$ cat src/rtl/bellek_hakem.sv
`default_nettype none
// ============================================================================
//  Module   : bellek_hakem
//  Purpose  : Single-port memory arbiter/sequencer between the fetch stage
//             (getir) and the load/store stage (veri). One request is served
//             at a time; the shared bellek_* port drives main memory.
//  Ports    : clk, rst                       - clock, async active-high reset
//             getir_istek/adres              - fetch request in
//             getir_hazir                    - fetch accepted (comb., BOSTA)
//             getir_gecerli/veri/hata        - fetch response (registered)
//             veri_istek/yaz/adres/yaz_veri  - load/store request in
//             veri_hazir                     - load/store accepted (comb.)
//             veri_gecerli/oku_veri/hata     - load/store response (registered)
//             bellek_adres/yaz_veri/yaz      - memory port out (registered)
//             bellek_oku_veri                - memory read data in
//  Revision : 1.0 - initial release
// ============================================================================
module bellek_hakem #(
    parameter int                   VERI_BIT      = 32,
    parameter int                   ADRES_BIT     = 32,
    parameter logic [ADRES_BIT-1:0] BELLEK_TABAN  = 32'h8000_0000,
    parameter logic [ADRES_BIT-1:0] BELLEK_BOYUT  = 32'h0001_0000,
    parameter int                   OKUMA_GECIKME = 1
) (
    input  logic                 clk,
    input  logic                 rst,
    input  logic                 getir_istek,
    input  logic [ADRES_BIT-1:0] getir_adres,
    output logic                 getir_hazir,
    output logic                 getir_gecerli,
    output logic [VERI_BIT-1:0]  getir_veri,
    output logic                 getir_hata,
    input  logic                 veri_istek,
    input  logic                 veri_yaz,
    input  logic [ADRES_BIT-1:0] veri_adres,
    input  logic [VERI_BIT-1:0]  veri_yaz_veri,
    output logic                 veri_hazir,
    output logic                 veri_gecerli,
    output logic [VERI_BIT-1:0]  veri_oku_veri,
    output logic                 veri_hata,
    output logic [ADRES_BIT-1:0] bellek_adres,
    input  logic [VERI_BIT-1:0]  bellek_oku_veri,
    output logic [VERI_BIT-1:0]  bellek_yaz_veri,
    output logic                 bellek_yaz
);

    typedef enum logic [2:0] {
        BOSTA      = 3'd0,
        OKU        = 3'd1,
        YAZ        = 3'd2,
        YANIT      = 3'd3,
        HATA_YANIT = 3'd4
    } durum_e;

    localparam logic GETIR = 1'b0;
    localparam logic VERI  = 1'b1;

    // Counter loads with (latency - 1); the read data is sampled when it hits 0.
    localparam logic [1:0] SAYAC_BAS = 2'(OKUMA_GECIKME - 1);

    // One extra bit so BELLEK_TABAN + BELLEK_BOYUT cannot wrap.
    localparam logic [ADRES_BIT:0] TABAN_GENIS = {1'b0, BELLEK_TABAN};
    localparam logic [ADRES_BIT:0] SON_GENIS   = {1'b0, BELLEK_TABAN} + {1'b0, BELLEK_BOYUT};

    durum_e                 durum_q, durum_d;
    logic                   son_kazanan_q, son_kazanan_d;
    logic                   sahip_q, sahip_d;
    logic [1:0]             sayac_q, sayac_d;
    logic [ADRES_BIT-1:0]   bellek_adres_q, bellek_adres_d;
    logic [VERI_BIT-1:0]    bellek_yaz_veri_q, bellek_yaz_veri_d;
    logic                   bellek_yaz_q, bellek_yaz_d;
    logic                   getir_gecerli_q, getir_gecerli_d;
    logic [VERI_BIT-1:0]    getir_veri_q, getir_veri_d;
    logic                   getir_hata_q, getir_hata_d;
    logic                   veri_gecerli_q, veri_gecerli_d;
    logic [VERI_BIT-1:0]    veri_oku_veri_q, veri_oku_veri_d;
    logic                   veri_hata_q, veri_hata_d;

    logic                   w_getir_kazanir;
    logic                   w_veri_kazanir;
    logic [ADRES_BIT-1:0]   w_sec_adres;
    logic [ADRES_BIT:0]     w_adres_genis;
    logic                   w_sec_yaz;
    logic                   w_hata;

    // Round robin: on a tie the requester that did not win last time goes.
    assign w_getir_kazanir = (durum_q == BOSTA) && getir_istek &&
                             (!veri_istek || (son_kazanan_q == VERI));
    assign w_veri_kazanir  = (durum_q == BOSTA) && veri_istek &&
                             (!getir_istek || (son_kazanan_q == GETIR));

    assign w_sec_adres   = w_veri_kazanir ? veri_adres : getir_adres;
    assign w_sec_yaz     = w_veri_kazanir && veri_yaz;
    assign w_adres_genis = {1'b0, w_sec_adres};
    assign w_hata        = (w_sec_adres[1:0] != 2'b00) ||
                           (w_adres_genis < TABAN_GENIS) ||
                           (w_adres_genis >= SON_GENIS);

    always_comb begin
        durum_d           = durum_q;
        son_kazanan_d     = son_kazanan_q;
        sahip_d           = sahip_q;
        sayac_d           = sayac_q;
        bellek_adres_d    = bellek_adres_q;
        bellek_yaz_veri_d = bellek_yaz_veri_q;
        bellek_yaz_d      = 1'b0;
        getir_gecerli_d   = 1'b0;
        getir_veri_d      = '0;
        getir_hata_d      = 1'b0;
        veri_gecerli_d    = 1'b0;
        veri_oku_veri_d   = '0;
        veri_hata_d       = 1'b0;

        case (durum_q)
            BOSTA: begin
                if (w_getir_kazanir || w_veri_kazanir) begin
                    son_kazanan_d = w_veri_kazanir;
                    sahip_d       = w_veri_kazanir;
                    if (w_hata) begin
                        // Error response is issued straight away; memory port untouched.
                        durum_d        = HATA_YANIT;
                        getir_gecerli_d = w_getir_kazanir;
                        getir_hata_d    = w_getir_kazanir;
                        veri_gecerli_d  = w_veri_kazanir;
                        veri_hata_d     = w_veri_kazanir;
                    end else if (w_sec_yaz) begin
                        durum_d           = YAZ;
                        bellek_adres_d    = w_sec_adres;
                        bellek_yaz_veri_d = veri_yaz_veri;
                        bellek_yaz_d      = 1'b1;
                    end else begin
                        durum_d        = OKU;
                        bellek_adres_d = w_sec_adres;
                        sayac_d        = SAYAC_BAS;
                    end
                end
            end
            OKU: begin
                if (sayac_q == 2'd0) begin
                    // Last hold cycle: memory data is valid, capture as response.
                    durum_d = YANIT;
                    if (sahip_q == VERI) begin
                        veri_gecerli_d  = 1'b1;
                        veri_oku_veri_d = bellek_oku_veri;
                    end else begin
                        getir_gecerli_d = 1'b1;
                        getir_veri_d    = bellek_oku_veri;
                    end
                end else begin
                    sayac_d = sayac_q - 2'd1;
                end
            end
            YAZ: begin
                durum_d         = YANIT;
                veri_gecerli_d  = (sahip_q == VERI);
                getir_gecerli_d = (sahip_q == GETIR);
            end
            YANIT:      durum_d = BOSTA;
            HATA_YANIT: durum_d = BOSTA;
            default:    durum_d = BOSTA;
        endcase
    end

    always_ff @(posedge clk or posedge rst) begin
        if (rst) begin
            durum_q           <= BOSTA;
            son_kazanan_q     <= GETIR;
            sahip_q           <= GETIR;
            sayac_q           <= 2'd0;
            bellek_adres_q    <= '0;
            bellek_yaz_veri_q <= '0;
            bellek_yaz_q      <= 1'b0;
            getir_gecerli_q   <= 1'b0;
            getir_veri_q      <= '0;
            getir_hata_q      <= 1'b0;
            veri_gecerli_q    <= 1'b0;
            veri_oku_veri_q   <= '0;
            veri_hata_q       <= 1'b0;
        end else begin
            durum_q           <= durum_d;
            son_kazanan_q     <= son_kazanan_d;
            sahip_q           <= sahip_d;
            sayac_q           <= sayac_d;
            bellek_adres_q    <= bellek_adres_d;
            bellek_yaz_veri_q <= bellek_yaz_veri_d;
            bellek_yaz_q      <= bellek_yaz_d;
            getir_gecerli_q   <= getir_gecerli_d;
            getir_veri_q      <= getir_veri_d;
            getir_hata_q      <= getir_hata_d;
            veri_gecerli_q    <= veri_gecerli_d;
            veri_oku_veri_q   <= veri_oku_veri_d;
            veri_hata_q       <= veri_hata_d;
        end
    end

    assign getir_hazir     = w_getir_kazanir;
    assign veri_hazir      = w_veri_kazanir;
    assign getir_gecerli   = getir_gecerli_q;
    assign getir_veri      = getir_veri_q;
    assign getir_hata      = getir_hata_q;
    assign veri_gecerli    = veri_gecerli_q;
    assign veri_oku_veri   = veri_oku_veri_q;
    assign veri_hata       = veri_hata_q;
    assign bellek_adres    = bellek_adres_q;
    assign bellek_yaz_veri = bellek_yaz_veri_q;
    assign bellek_yaz      = bellek_yaz_q;

endmodule
`default_nettype wire

$ cat config.mk
export PLATFORM = sky130hd
export DESIGN_NAME = bellek_hakem
export DESIGN_NICKNAME = d
export VERILOG_FILES = /design/src/rtl/bellek_hakem.sv
export SDC_FILE = /design/constraint.sdc
export NUM_CORES = 1
export LEC_CHECK = 0
export ABC_AREA = 1
export CAP_MARGIN = 0
export CORE_AREA = 2 2 128 130
export DETAILED_ROUTE_END_ITERATION = 10
export DIE_AREA = 0 0 130 132
export PLACE_DENSITY = 0.85
export SETUP_SLACK_MARGIN = 0.15
export SLEW_MARGIN = 10
export SYNTH_ARGS = -nofsm -noshare
export SYNTH_HDL_FRONTEND = slang
export SYNTH_SLANG_ARGS = --single-unit
$ cat constraint.sdc
create_clock -name clk -period 4.9 [get_ports clk]
set_input_delay 1.225 -clock clk [delete_from_list [all_inputs] [get_ports clk]]
set_output_delay 1.225 -clock clk [all_outputs]
set_load 0.05 [all_outputs]
==> results.sh, run 1 <==
export IMPL_status="finished clean"
export IMPL_fin_cells=1157
export IMPL_rsz0062_at_grt="no"
export IMPL_grt_pass1_vias=5381
export IMPL_chipWidth_um=130
export IMPL_vias=5457
export IMPL_h_tree_depth=4
export IMPL_grtUsageMet3_pct=9.78
export IMPL_async_reset_ff_share_pct=100
export IMPL_fp_dieH_um=132
export IMPL_grt_pass1_wl_um=27300
export IMPL_yosys_area_top_type="dfrtp_1"
export IMPL_period_minus_slack_ps=4020
export IMPL_max_slew_margin_pct=31.9
export IMPL_hold_buffers=0
export IMPL_synth_nets=807
export IMPL_synthTopCellsByCount="nand2_1, dfrtp_1, inv_1"
export IMPL_routed_wl_um=17700
export IMPL_ant_nets=0
export IMPL_wl_per_cell_um=15.3
export IMPL_cts_root_buf="clkbuf_16"
export IMPL_start_util_pct=37.6
export IMPL_path_clk_slew_ps=60
export IMPL_swShare_pct=32.5
export IMPL_worstPathMaxFanout=27
export IMPL_reg2reg_depth=12
export IMPL_hold_path_class="reg2reg"
export IMPL_drive_gt1_share_pct=7.01
export IMPL_worstSetupEndpointType="primary output"
export IMPL_die_area_mm2=0.0172
export IMPL_power_switching_mw=1.04
export IMPL_fmax_mhz=249
export IMPL_gr_total_overflow=0
export IMPL_rows=46
export IMPL_area_delta_synth_final_pct=57.8
export IMPL_worstSetupPathType="in2out"
export IMPL_sequentialPowerShare_pct=36.8
export IMPL_grt_busiest_layer="met2"
export IMPL_power_mw=3.19
export IMPL_worst_pin_slew_ps=1020
export IMPL_numPortBuffers=267
export IMPL_r2r_slack_ps=1610
export IMPL_synthFlopType="dfrtp_1"
export IMPL_synth_edf_count=0
export IMPL_worstPathRequired_ps=3670
export IMPL_yosysTopAreaCellShare_pct=58.8
export IMPL_setup_violations=0
export IMPL_clock_latency_ps=410
export IMPL_avgSynthCellArea_um2=8.78
export IMPL_r2r_start="durum_q[0]"
export IMPL_first_iter_violations=300
export IMPL_start_kind="input port"
export IMPL_netlist_instances=673
export IMPL_yosys_register_bits=139
export IMPL_cts_buffers=17
export IMPL_endpoint="veri_hazir"
export IMPL_yosysWarningCount=0
export IMPL_io_pin_count=268
export IMPL_cts_resized=0
export IMPL_antenna_cells=0
export IMPL_ir_worst_vdd_mv=0.294
export IMPL_crit_start="veri_istek"
export IMPL_pwr_share_clk_pct=39.4
export IMPL_slew_violations=0
export IMPL_p_leak_nw=4.63
export IMPL_dp_cells=1126
export IMPL_antenna_found_initial=0
export IMPL_finalHoldViolCount=0
export IMPL_met1_usage_pct=23.5
export IMPL_syn_cell_area_mm2=0.00591
export IMPL_fin_crit_sh_pct=81.9
export IMPL_routed_via_density=4.72
export IMPL_fin_hold_ws_ps=467
export IMPL_skew_ps=10.4
export IMPL_cts_tree="done"
export IMPL_p_int_mw=2.15
export IMPL_use_met2_pct=33.7
export IMPL_synth_most_common_cell="nand2_1"
export IMPL_clock_sinks=139
export IMPL_dp_hpwl_um=12600
export IMPL_post_cts_buffers=0
export IMPL_synth_area_top_cells="dfrtp_1, nand2_1, nor3_1"
export IMPL_core_area_mm2=0.0157
export IMPL_grt_max_degree=70
export IMPL_cts_buffer_depth=2
export IMPL_fin_util_pct=59.4
export IMPL_cap_violations=0
export IMPL_synth_cell_types=29
export IMPL_rr_endpoint="bellek_adres[3]"
export IMPL_grt_util_all_layers_pct=20.8
export IMPL_pwr_share_comb_pct=23.8
export IMPL_drc_errors=0
export IMPL_power_density_mw_per_mm2=342
export IMPL_nets=1063
export IMPL_ys_seq_area_share_pct=58.8
export IMPL_cp_arrival_ps=2790
export IMPL_place_gp_congestion=0.776
export IMPL_firstDrtPassIters=7
export IMPL_setup_tns_ps=0
-- metal layers --
metal  up-vias  share of wire (%)
met1      2545                 38
met3        23                 12
li1       2652                  -
met2       237                 48
met5         -                  0
met4         0                2.0
-- layout make-up --
type	count	area, µm²
fillers	1323	6380
flip-flops and latches	139	3480
repair buffers	277	2790
multi-input cells	408	1890
clock buffers	19	433
inverters	86	327
well taps	216	270
clock inverters	12	138
-- power groups by stage --
stage	Clock, mW	Sequential, mW	Combinational (mW)
floorplan	0	1.23	0.454
global placement	0	1.19	0.756
detailed placement	0	1.19	0.763
CTS	1.28	1.17	0.766
global route	1.33	1.18	0.836
finish	1.26	1.17	0.761
-- worst max-delay path, cell delays in order --
cell             delay (ps)
clkdlybuf4s50_1         530
nand2_4                 110
nor2_4                  460
buf_4                   300
buf_12                  150
-- worst min-delay path by stage --
stage	from	cells past startpoint	to
3_3_place_gp	bellek_adres[31]	2	bellek_adres[31]
4_1_cts	bellek_adres[21]	2	bellek_adres[21]
6_report	bellek_adres[21]	2	bellek_adres[21]
5_1_grt	bellek_adres[27]	2	bellek_adres[27]
2_1_floorplan	sayac_q[1]	2	sayac_q[1]
3_5_place_dp	bellek_adres[26]	2	bellek_adres[26]
-- through the flow --
stage	cell area, µm²	setup slack, ps
after floorplan	5920	1340
after global placement	8760	922
after detailed placement	8760	891
after CTS	9330	878
after global routing	9330	764
final	9330	885
-- kinds of logic after synthesis --
group           share of synthesized area [%]
flops                                    58.8
fa+ha+maj                               0.212
compound gates                           2.52
simple gates                             29.1
buf+inv                                  9.33
-- layout by cell type (no fill, tap or decap), drive strengths merged, types with 6 or more instances in the layout --
master,synthesis,routed
clkdlybuf4s50,0,265
nand2,226,226
dfrtp,139,139
inv,84,87
nor3,66,66
nand4,49,49
nor2,29,29
o21ai,21,21
clkbuf,22,19
buf,18,12
nand3,8,8
clkinv,2,6
-- sequential cells by signal (all words and copies together), names as in the netlist --
signal,flops
durum_q,3
getir_veri,32
veri_hata,1
bellek_yaz,1
bellek_yaz_veri,32
sayac_q,2
getir_gecerli,1
bellek_adres,32
sahip_q,1
veri_gecerli,1
getir_hata,1
veri_oku_veri,32
Note: power is estimated with default switching activity, not from simulation.
==> run 2: changes to the inputs <==
- CORE_AREA: 2 2 128 130 -> 2 2 122 124
- DIE_AREA: 0 0 130 132 -> 0 0 124 126
- PLACE_DENSITY: 0.85 -> 0.89
- clock period: 4.9 -> 3.8 ns (I/O delays scaled with it)
==> run 2 against run 1 <==
  * Routed wire length is 2.2% higher
  * Cell area is 0.32% lower
  * Sequential share of layout area is 0.12 points higher
  * Final cell count is 2.4% lower
  * Clock power is 24% higher
  * Count of clock-buffer cells in the layout is 1 higher
  * Die area is 9.0% lower
  * Global-route usage is 2.9 points higher
  * Combinational power is 31% higher
  * Hold slack better by 4.1 ps
  * Largest cell class unchanged
==> results.sh, run 2 (same netlist as run 1, synthesis figures left out) <==
export IMPL_core_area_mm2=0.0143
export IMPL_first_iter_violations=218
export IMPL_fmax_mhz=302
export IMPL_routed_wl_um=18100
export IMPL_fp_dieH_um=126
export IMPL_grt_max_degree=74
export IMPL_power_density_mw_per_mm2=439
export IMPL_dp_hpwl_um=12900
export IMPL_slew_violations=0
export IMPL_p_leak_nw=4.63
export IMPL_power_switching_mw=1.33
export IMPL_fin_hold_ws_ps=471
export IMPL_worstPathMaxFanout=32
export IMPL_gr_total_overflow=0
export IMPL_firstDrtPassIters=5
export IMPL_ant_nets=0
export IMPL_place_gp_congestion=0.826
export IMPL_antenna_found_initial=0
export IMPL_antenna_cells=0
export IMPL_pwr_share_clk_pct=38.2
export IMPL_die_area_mm2=0.0156
export IMPL_wl_per_cell_um=16.0
export IMPL_status="finished clean"
export IMPL_layout_common_cells="clkdlybuf4s50_1, nand2_1, dfrtp_1"
export IMPL_cts_buffers=17
export IMPL_finalHoldViolCount=0
export IMPL_worstSetupPathType="in2out"
export IMPL_rsz0062_at_grt="no"
export IMPL_dp_cells=1097
export IMPL_cp_arrival_ps=2370
export IMPL_path_clk_slew_ps=60
export IMPL_post_cts_buffers=0
export IMPL_cts_tree="done"
export IMPL_drc_errors=0
export IMPL_final_common_cell="clkdlybuf4s50_1"
export IMPL_grt_busiest_layer="met2"
export IMPL_fin_crit_sh_pct=87.3
export IMPL_sequentialPowerShare_pct=37.2
export IMPL_setup_violations=0
export IMPL_start_util_pct=41.3
export IMPL_skew_ps=7.84
export IMPL_use_met2_pct=40.4
export IMPL_worstPathRequired_ps=2850
export IMPL_io_pin_count=268
export IMPL_max_slew_margin_pct=31.4
export IMPL_hold_path_class="reg2reg"
export IMPL_cts_buffer_depth=2
export IMPL_worstSetupEndpointType="primary output"
export IMPL_drive_gt1_share_pct=7.41
export IMPL_p_int_mw=2.74
export IMPL_h_tree_depth=4
export IMPL_area_delta_synth_final_pct=57.3
export IMPL_swShare_pct=32.7
export IMPL_grt_pass1_vias=5605
export IMPL_setup_tns_ps=0
export IMPL_chipWidth_um=124
export IMPL_fin_cells=1129
export IMPL_cts_root_buf="clkbuf_16"
export IMPL_period_minus_slack_ps=3320
export IMPL_clock_sinks=139
export IMPL_ir_worst_vdd_mv=0.468
export IMPL_numPortBuffers=267
export IMPL_rows=44
export IMPL_start_kind="input port"
export IMPL_clock_latency_ps=420
export IMPL_grt_pass1_wl_um=28100
export IMPL_grtUsageMet3_pct=10.5
export IMPL_met1_usage_pct=25.0
export IMPL_hold_buffers=0
export IMPL_worst_pin_slew_ps=1030
export IMPL_grt_util_all_layers_pct=23.6
export IMPL_cap_violations=0
export IMPL_routed_via_density=4.93
export IMPL_cts_resized=0
export IMPL_vias=5563
export IMPL_nets=1066
export IMPL_pwr_share_comb_pct=24.5
run 2: layout make-up:
type / instances / area [µm²]
Clock buffer: 20 / 447
Timing Repair Buffer: 280 / 2820
Clock inverter: 12 / 111
Tap cell: 184 / 230
Multi-Input combinational cell: 408 / 1890
Inverter: 86 / 327
Sequential cell: 139 / 3480
Fill cell: 1123 / 5010
run 2: path summary, 6_finish.rpt:
check	startpoint	endpoint	slack [ps]	depth (start not counted)
worst max-delay path	veri_istek	veri_hazir	480	4
worst min-delay path	bellek_adres[22]	bellek_adres[22]	470	2
worst max register to register	durum_q[0]	bellek_adres[8]	1140	12
worst min register to register	bellek_adres[22]	bellek_adres[22]	470	2
max in group asynchronous	rst	sahip_q	2140	3
min in group asynchronous	rst	getir_veri[14]	920	2
run 2: power groups by stage:
| stage | clock (mW) | sequential [mW] | combinational (mW) |
|---|---|---|---|
| floorplan | 0 | 1.59 | 0.586 |
| global placement | 0 | 1.54 | 0.983 |
| detailed placement | 0 | 1.54 | 0.998 |
| CTS | 1.59 | 1.52 | 1.00 |
| global route | 1.66 | 1.52 | 1.09 |
| finish | 1.56 | 1.52 | 1.00 |
run 2: through the flow:
stage,setup WS (ps),utilization (%),cell area [µm²],total power [mW]
5_1_grt,392,65.0,9300,4.27
4_1_cts,489,65.0,9300,4.11
3_3_place_gp,336,61.1,8740,2.53
2_1_floorplan,792,-,5920,2.17
3_5_place_dp,226,61.1,8740,2.54
6_report,484,65.0,9300,4.08
run 2: routing by layer:
layer / routed length, µm / share of wire, %
met5: 0 / 0
met4: 540 / 3.0
met3: 1900 / 10
met2: 9110 / 50
met1: 6560 / 36
run 2: worst max-delay path, cell delays in order:
cell,delay [ps]
clkdlybuf4s50_1,520
nand2_4,100
nor2_4,550
buf_12,230
==> run 3: changes to the inputs <==
- ABC_AREA: 1 -> 0
- CORE_AREA: 2 2 122 124 -> 2 2 118 120
- DIE_AREA: 0 0 124 126 -> 0 0 120 122
- PLACE_DENSITY: 0.89 -> 0.88
==> run 3 against run 2 <==
  * Synthesized cell count down 41%
  * Flip-flop and latch count unchanged
  * Sequential power up 7%
  * Non-clock buffer count down 9
  * Hold slack better by 5.3 ps
  * Combinational power down 6%
  * Critical endpoint unchanged
  * Largest cell class unchanged
  * Setup slack worse by 5.6 ps
  * Largest power group is now sequential cells
  * Power up 0.53%
  * First-iteration DRC count down 21%
  * Via count down 28%
==> results.sh, run 3 <==
export IMPL_first_iter_violations=173
export IMPL_nets=802
export IMPL_finalHoldViolCount=0
export IMPL_cp_arrival_ps=2370
export IMPL_rows=43
export IMPL_numPortBuffers=267
export IMPL_drive_gt1_share_pct=12.6
export IMPL_cts_resized=0
export IMPL_synth_nets=528
export IMPL_syn_cell_area_mm2=0.00523
export IMPL_p_leak_nw=4.02
export IMPL_clock_latency_ps=410
export IMPL_fin_cells=860
export IMPL_start_util_pct=38.7
export IMPL_layout_common_cells="clkdlybuf4s50_1, dfrtp_1, and2_1"
export IMPL_cp_cell_sequence="clkdlybuf4s50_1, a21bo_2, or2_4, clkinv_1, buf_12"
export IMPL_yosysTopAreaCellShare_pct=66.5
export IMPL_slew_violations=0
export IMPL_area_delta_synth_final_pct=65.3
export IMPL_synth_most_common_cell="dfrtp_1"
export IMPL_clock_sinks=139
export IMPL_ir_worst_vdd_mv=0.359
export IMPL_yosys_register_bits=139
export IMPL_hold_path_class="reg2reg"
export IMPL_synth_area_top_cells="dfrtp_1, and2_1, mux2_2"
export IMPL_routed_wl_um=14000
export IMPL_fmax_mhz=301
export IMPL_antenna_cells=0
export IMPL_skew_ps=5.22
export IMPL_synthTopCellsByCount="dfrtp_1, and2_1, nand2_1"
export IMPL_power_mw=4.10
export IMPL_h_tree_depth=4
export IMPL_post_dp_cell_area_mm2=0.00810
export IMPL_max_stage_delay_ps=550
export IMPL_start_kind="input port"
export IMPL_dp_cells=829
export IMPL_fp_dieH_um=122
export IMPL_gr_total_overflow=0
export IMPL_final_common_cell="clkdlybuf4s50_1"
export IMPL_ys_seq_area_share_pct=66.5
export IMPL_final_area_mm2=0.00865
export IMPL_fin_crit_sh_pct=87.4
export IMPL_critPathTopFamily="buffers and inverters"
export IMPL_status="finished clean"
export IMPL_grt_pass1_vias=4307
export IMPL_path_clk_slew_ps=50
export IMPL_power_density_mw_per_mm2=474
export IMPL_rsz0062_at_grt="no"
export IMPL_cts_root_buf="clkbuf_16"
export IMPL_cap_violations=0
export IMPL_max_slew_margin_pct=26.9
export IMPL_worstPathRequired_ps=2850
export IMPL_async_reset_ff_share_pct=100
export IMPL_synth_cell_types=38
export IMPL_firstDrtPassIters=4
export IMPL_grt_max_degree=140
export IMPL_die_area_mm2=0.0146
export IMPL_worstSetupPathType="in2out"
export IMPL_period_minus_slack_ps=3320
export IMPL_avgSynthCellArea_um2=13.3
export IMPL_yosys_area_top_type="dfrtp_1"
export IMPL_core_area_mm2=0.0135
export IMPL_synthFlopType="dfrtp_1"
export IMPL_grt_pass1_wl_um=22000
export IMPL_synth_edf_count=0
export IMPL_netlist_instances=394
export IMPL_post_cts_buffers=0
export IMPL_routed_via_density=4.68
export IMPL_setup_violations=0
export IMPL_cp_buffers_inverters=3
export IMPL_ant_nets=0
export IMPL_slowest_stage="clkdlybuf4s50_1"
export IMPL_vias=4023
export IMPL_worst_pin_slew_ps=1100
export IMPL_cts_tree="done"
export IMPL_io_pin_count=268
export IMPL_worstPathMaxFanout=22
export IMPL_chipWidth_um=120
export IMPL_drc_errors=0
export IMPL_setup_tns_ps=0
export IMPL_yosysWarningCount=0
export IMPL_antenna_found_initial=0
export IMPL_worstSetupEndpointType="primary output"
export IMPL_hold_buffers=0
export IMPL_cts_buffers=17
export IMPL_wl_per_cell_um=16.3
export IMPL_dp_hpwl_um=10300
export IMPL_cts_buffer_depth=2
export IMPL_place_gp_congestion=0.886
export IMPL_grt_util_all_layers_pct=19.7
## run 3: changes by cell type in the layout (fill, tap and decap cells not counted), sizes merged, moves of 3 or more
cell    before  now
nand3        8    3
nor3        66    1
o211ai       0    3
nor2        29   10
nand4       49    0
and2         0   82
nand2      226   47
mux2         0   46
clkbuf      20   23
nand2b       0    3
nor4         0    8
inv         87    7
buf         15    6
o21ai       21    2
## run 3: power by group
group | internal (mW) | switching [mW] | total (mW)
registers | 1.57 | 0.0591 | 1.63
logic | 0.384 | 0.555 | 0.939
clock network | 0.958 | 0.574 | 1.53
## run 3: per-stage QoR
step	worst slack [ps]	hold WS (ps)	util [%]
after floorplan	679	450	-
after global placement	517	448	60.0
after detailed placement	467	470	60.0
after CTS	481	483	64.0
after global routing	414	494	64.0
final	478	476	64.0
## run 3: cells by family (layout without fill, tap and decap cells)
family                   after synthesis  after routing  share of synthesized area (%)
AO/OA/AOI/OAI                         21             21                           3.08
buffers and inverters                 25            311                           2.30
flip-flops                           139            139                           66.5
adder cells (fa/ha/maj)                1              1                          0.239
multiplexers                          46             46                           10.8
AND/OR/NAND/NOR                      162            162                           17.1
## run 3: worst paths after layout
check                                            to  slack [ps]              from  cells after the start
worst max-delay path                     veri_hazir         480        veri_istek                      5
worst min-delay path               bellek_adres[31]         480  bellek_adres[31]                      1
worst max register to register  bellek_yaz_veri[18]        1320        durum_q[0]                      5
worst min register to register     bellek_adres[31]         480  bellek_adres[31]                      1
max in group asynchronous                   sahip_q        2150               rst                      3
min in group asynchronous            getir_veri[30]        1090               rst                      3
## run 3: routing by layer
| metal | wire length, µm | GRT usage [%] |
|---|---|---|
| met1 | 5390 | 21.9 |
| met2 | 7050 | 33.6 |
| met3 | 1320 | 8.61 |
| met4 | 213 | 7.57 |
| met5 | 0 | 0 |
## run 3: cell type report
type / instances / area, µm²
Tap cell: 180 / 225
Clock inverter: 8 / 96.3
Multi-Input combinational cell: 230 / 1640
Timing Repair Buffer: 271 / 2720
Fill cell: 1005 / 4860
Clock buffer: 23 / 448
Inverter: 9 / 37.5
Sequential cell: 139 / 3480
## run 3: worst reg2reg max path, delay by kind of cell (launching register included)
family,cells,cell delay (ps)
buffers and inverters,1,410
DFF,1,460
and+or+nand+nor,3,1080
muxes,1,420
